==> src/rtl/detector_borda_pkg.sv <==
// Edge-mode encoding shared by the edge detector and anything that drives its modo input.
package detector_borda_pkg;

   localparam logic [1:0] MODO_DESLIG  = 2'b00;
   localparam logic [1:0] MODO_SUBIDA  = 2'b01;
   localparam logic [1:0] MODO_DESCIDA = 2'b10;
   localparam logic [1:0] MODO_AMBAS   = 2'b11;

   function automatic logic modo_aceita_subida(input logic [1:0] modo);
      return (modo == MODO_SUBIDA) || (modo == MODO_AMBAS);
   endfunction

   function automatic logic modo_aceita_descida(input logic [1:0] modo);
      return (modo == MODO_DESCIDA) || (modo == MODO_AMBAS);
   endfunction

endpackage

==> src/rtl/filtro_canal.sv <==
// One channel: synchroniser chain, debounce counter, accepted level and raw
// rise/fall strobes valid in the cycle the accepted level is about to change.
module filtro_canal
   import detector_borda_pkg::*;
#(
   parameter int SYNC_STAGES = 2,
   parameter int FILTER_LEN  = 4
) (
   input  logic clk,
   input  logic rst,
   input  logic entrada,
   output logic estado,
   output logic sobe,
   output logic desce
);

   localparam int CW = $clog2(FILTER_LEN + 1);

   logic [SYNC_STAGES-1:0] sync_q, sync_d;
   logic [CW-1:0]          cont_q, cont_d;
   logic                   estado_q, estado_d;
   logic                   s;

   always_comb begin
      sync_d   = {sync_q[SYNC_STAGES-2:0], entrada};
      s        = sync_q[SYNC_STAGES-1];
      cont_d   = cont_q;
      estado_d = estado_q;
      // the counter only runs while the synchronised level disagrees with the accepted one
      if (s == estado_q) begin
         cont_d = '0;
      end else if (cont_q == CW'(FILTER_LEN - 1)) begin
         estado_d = s;
         cont_d   = '0;
      end else begin
         cont_d = cont_q + CW'(1);
      end
   end

   always_ff @(posedge clk) begin
      if (rst) begin
         sync_q   <= '0;
         cont_q   <= '0;
         estado_q <= 1'b0;
      end else begin
         sync_q   <= sync_d;
         cont_q   <= cont_d;
         estado_q <= estado_d;
      end
   end

   assign estado = estado_q;
   assign sobe   = estado_d & ~estado_q;
   assign desce  = ~estado_d & estado_q;

endmodule

==> src/rtl/detector_borda_filtrado.sv <==
// Multi-channel debounced edge detector: per-channel filters, global edge mode,
// sticky pending/overrun flags with per-channel clear, and a registered irq.
module detector_borda_filtrado
   import detector_borda_pkg::*;
#(
   parameter int WIDTH       = 8,
   parameter int SYNC_STAGES = 2,
   parameter int FILTER_LEN  = 4
) (
   input  logic             clk,
   input  logic             rst,
   input  logic [WIDTH-1:0] entrada,
   input  logic [1:0]       modo,
   input  logic [WIDTH-1:0] limpar,
   output logic [WIDTH-1:0] estado,
   output logic [WIDTH-1:0] detector,
   output logic [WIDTH-1:0] pendente,
   output logic [WIDTH-1:0] perdido,
   output logic             irq
);

   logic [WIDTH-1:0] sobe, desce, evento;
   logic [WIDTH-1:0] detector_q, detector_d;
   logic [WIDTH-1:0] pendente_q, pendente_d;
   logic [WIDTH-1:0] perdido_q, perdido_d;
   logic             irq_q, irq_d;

   for (genvar i = 0; i < WIDTH; i++) begin : g_canal
      filtro_canal #(
         .SYNC_STAGES (SYNC_STAGES),
         .FILTER_LEN  (FILTER_LEN)
      ) u_filtro (
         .clk     (clk),
         .rst     (rst),
         .entrada (entrada[i]),
         .estado  (estado[i]),
         .sobe    (sobe[i]),
         .desce   (desce[i])
      );
   end

   always_comb begin
      evento = (sobe  & {WIDTH{modo_aceita_subida(modo)}})
             | (desce & {WIDTH{modo_aceita_descida(modo)}});
      detector_d = evento;
      // a new event beats a simultaneous clear; clearing drops both sticky flags
      pendente_d = evento | (pendente_q & ~limpar);
      perdido_d  = (perdido_q | (evento & pendente_q)) & ~(limpar & ~evento);
      irq_d      = |pendente_q;
   end

   always_ff @(posedge clk) begin
      if (rst) begin
         detector_q <= '0;
         pendente_q <= '0;
         perdido_q  <= '0;
         irq_q      <= 1'b0;
      end else begin
         detector_q <= detector_d;
         pendente_q <= pendente_d;
         perdido_q  <= perdido_d;
         irq_q      <= irq_d;
      end
   end

   assign detector = detector_q;
   assign pendente = pendente_q;
   assign perdido  = perdido_q;
   assign irq      = irq_q;

endmodule

==> config.mk <==
export PLATFORM = sky130hd
export DESIGN_NAME = detector_borda_filtrado
export DESIGN_NICKNAME = d
export VERILOG_FILES = /design/src/rtl/detector_borda_pkg.sv /design/src/rtl/filtro_canal.sv /design/src/rtl/detector_borda_filtrado.sv
export SDC_FILE = /design/constraint.sdc
export NUM_CORES = 1
export LEC_CHECK = 0
export BUFFER_PORTS_ARGS = -buffer_cell sky130_fd_sc_hd__clkbuf_2
export CORE_ASPECT_RATIO = 0.9
export CORE_MARGIN = 2
export CORE_UTILIZATION = 42
export CTS_BUF_LIST = sky130_fd_sc_hd__clkbuf_16
export DETAILED_ROUTE_END_ITERATION = 8
export PLACE_DENSITY_LB_ADDON = 0.15
export SLEW_MARGIN = 5
export SYNTH_ARGS = -nofsm -noshare
export SYNTH_HDL_FRONTEND = slang
export SYNTH_SLANG_ARGS = --single-unit
export TNS_END_PERCENT = 20
==> constraint.sdc <==
create_clock -name clk -period 1.8 [get_ports clk]
set_clock_uncertainty 0.1 [all_clocks]
set_input_delay 0.45 -clock clk [delete_from_list [all_inputs] [get_ports clk]]
set_output_delay 0.45 -clock clk [all_outputs]
set_load 0.03 [all_outputs]
==> results by group <==
Layout
  • Area growth, synth to finish: 22.0%
  • Commonest non-fill, non-tap cell in the layout: dfxtp_1
  • Fin util: 0.521
  • Most frequent cells in the layout: dfxtp_1, clkbuf_2, nor2_1
  • Fraction of layout cells with a size suffix above 1: 0.249
  • # diodes: 0
  • Nets: roughly 360

Worst setup path
  • FF-to-FF Start: g_canal[3].u_filtro.cont_q[0]$_SDFF_PP0_
  • R2R Setup Slk: 0.28 ns
  • Crit Path Category: reg2out
  • WP data required: 1.25 ns
  • Crit-path max cell delay: ~0.41 ns
  • R2R depth: 5
  • FF-to-FF End: perdido[3]$_SDFF_PP0_
  • Startpoint Class: register
  • Slowest CP cell: dfxtp_1
  • CP Capture Type: primary output
  • WP data arrival: 0.98 ns
  • Crit path buf inv count: 1
  • Crit path max fanout: 5
  • CP Cell Sequence: clkbuf_2
  • Kind of cell adding the most delay to the critical path: flip-flops

Synthesis
  • Leading area contributor after synthesis: dfxtp_1
  • YS warnings: 0
  • Yosys reg bits: 73
  • Seq/Total Area, Yosys: 0.528
  • Post-Syn Area per Cell: 10.1 µm²
  • Syn Nets: 310
  • Area contributors post-synth: dfxtp_1, ha_1, nor2_1
  • Synth cell types: 24
  • Synthesized cell area: 0.00277 mm²
  • Mapped Cells: 274
  • Post-synth top area share: 0.528

GRT
  • Initial antenna violation count: 0
  • Gr ovfl total: 0
  • First-pass GRT wire length: about 8 mm
  • Largest net degree at the start of global routing: 22
  • Vias in the first global route: 1748
  • Gr usage total: 0.149

Timing
  • Endpoints failing setup: 0
  • Fmax: between 600 and 700 MHz
  • Slew Limit Fails: 0
  • Slew at the pin closest to its max-slew limit: 0.448 ns
  • Final Hold Fails: 0
  • RSZ-0062 raised after global routing: no
  • Tmin final: approximately 1.5 ns
  • Period utilization: 0.849
  • Sum Neg Setup Slack: 0 ns
  • Slew margin rel.: 0.701

Clock network
  • Clk_lat worst skew: 0.32 ns
  • CTS H-Tree Depth: 3
  • Post-cts resize count: 0
  • Hold_buf cts: 0
  • Root buf cell: clkbuf_16
  • Clock Sinks: 73
  • CTS max path bufs: 2
  • CTS tree: built
  • CTS Buf Count: 9
  • Worst-path clk slew: 0.06 ns
  • Postcts setup bufs: 0

Min path
  • Hold endpoint: g_canal[5].u_filtro.sync_q[0]$_SDFF_PP0_
  • Worst Hold Launch: entrada[5]
  • Hold Crit Class: in2reg
  • Hold path depth: 2

Floorplanning
  • # IOs: 53
  • Initial Util: 0.427
  • Die ar.: 0.00726 mm²
  • Die Span X: 89.6 µm
  • DIE HEIGHT: between 80 and 90 µm
  • Num rows: 28
  • Core footprint: 0.00648 mm²

Drt
  • Routed vias: roughly 1900
  • Post-DR wirelength/cell: 11.4 µm
  • Drt pass-1 iters: 4
  • ANT nets after route: 0
  • Drt drc: 0
  • Iteration-0 DRC Markers: 62
  • Total wire length: 4.83 mm
  • Vias per cell: 4.55

Placement
  • Final HPWL DP: between 3 and 4 mm
  • Input/output buffers: 52
  • RePlAce Congestion: 0.705

Power
  • Power Density: around 1000 mW/mm²
  • Maximum vdd drop: approximately 0.64 mV
  • P_leak: 1.47 nW

Job
  • Maxcap violations: 0

Status
  • Status: finished, final reports clean
-- power breakdown --
group          internal, mW  switching [mW]  leakage, nW  total (mW)
logic                0.0475          0.0506        0.741      0.0980
clock network          1.06           0.637        0.140        1.69
registers              1.64          0.0118        0.592        1.65
-- per-stage QoR --
| stage | std cells | total power [mW] | area [µm²] | setup slack [ns] | hold WS [ns] |
|---|---|---|---|---|---|
| 3_3_place_gp | 407 | 1.78 | 3090 | 0.322 | 0.303 |
| 3_5_place_dp | 407 | 1.79 | 3090 | 0.289 | 0.308 |
| 6_report | 423 | 3.44 | 3380 | 0.272 | 0.234 |
| 5_1_grt | 423 | 3.58 | 3380 | 0.133 | 0.247 |
| 4_1_cts | 423 | 3.51 | 3380 | 0.234 | 0.223 |
| 2_1_floorplan | 274 | 1.74 | 2770 | 0.372 | 0.296 |
-- worst max path at each step --
stage                                             start                                  endpoint  depth (start not counted)
4_1_cts                          pendente[3]$_SDFF_PP0_                               pendente[3]                          1
6_report          g_canal[6].u_filtro.estado$_SDFF_PP0_                                 estado[6]                          1
3_5_place_dp                                        rst  g_canal[6].u_filtro.cont_q[1]$_SDFF_PP0_                          3
2_1_floorplan  g_canal[3].u_filtro.cont_q[0]$_SDFF_PP0_                     perdido[3]$_SDFF_PP0_                          5
3_3_place_gp                                        rst  g_canal[6].u_filtro.cont_q[0]$_SDFF_PP0_                          3
5_1_grt        g_canal[3].u_filtro.cont_q[0]$_SDFF_PP0_                     perdido[3]$_SDFF_PP0_                          5
-- synthesized netlist by cell type --
cell,number
o31ai_1,7
clkbuf_2,1
and3_1,1
nand2_1,7
nand4b_1,2
o21ai_0,7
buf_4,8
and2_1,1
nor2_1,44
buf_1,1
dfxtp_1,73
nor2b_1,16
and4b_1,14
or3_4,8
nor4_1,2
o32ai_2,1
nor2_2,3
a21oi_1,16
xnor2_1,8
ha_1,16
nand2b_1,2
buf_2,4
inv_1,24
mux2i_1,8
-- area by class of cell --
cell class / instances / area (µm²)
Clock inverter: 7 / 62.6
Timing Repair Buffer: 57 / 298
Multi-Input combinational cell: 163 / 1130
Fill cell: 627 / 3100
Tap cell: 90 / 113
Inverter: 24 / 90.1
Clock buffer: 9 / 225
Sequential cell: 73 / 1460
-- metal layers --
metal / vias to the layer above / GRT usage / wire length (µm)
met5: - / 0 / 0
met4: 0 / 0.0761 / 83
met3: 9 / 0.0579 / 303
met2: 46 / 0.216 / 2050
met1: 858 / 0.190 / 2390
li1: 1012 / - / -
-- sequential cells by signal (all words and copies together), names as in the netlist --
signal and cells:
irq 1, pendente 8, g_canal.u_filtro.sync_q 16, perdido 8, g_canal.u_filtro.estado 8, detector 8, g_canal.u_filtro.cont_q 24
-- logic make-up (layout without fill, tap and decap cells) --
| logic type | Yosys count | count (layout) | synth area share |
|---|---|---|---|
| flip-flops | 73 | 73 | 0.528 |
| AO/OA/AOI/OAI | 31 | 31 | 0.0664 |
| adder cells (fa/ha/maj) | 16 | 16 | 0.0723 |
| multiplexers | 8 | 8 | 0.0289 |
| AND/OR/NAND/NOR | 100 | 100 | 0.215 |
| buffers and inverters | 38 | 97 | 0.0646 |
| XOR/XNOR | 8 | 8 | 0.0253 |
Note: power is estimated with default switching activity, not from simulation.
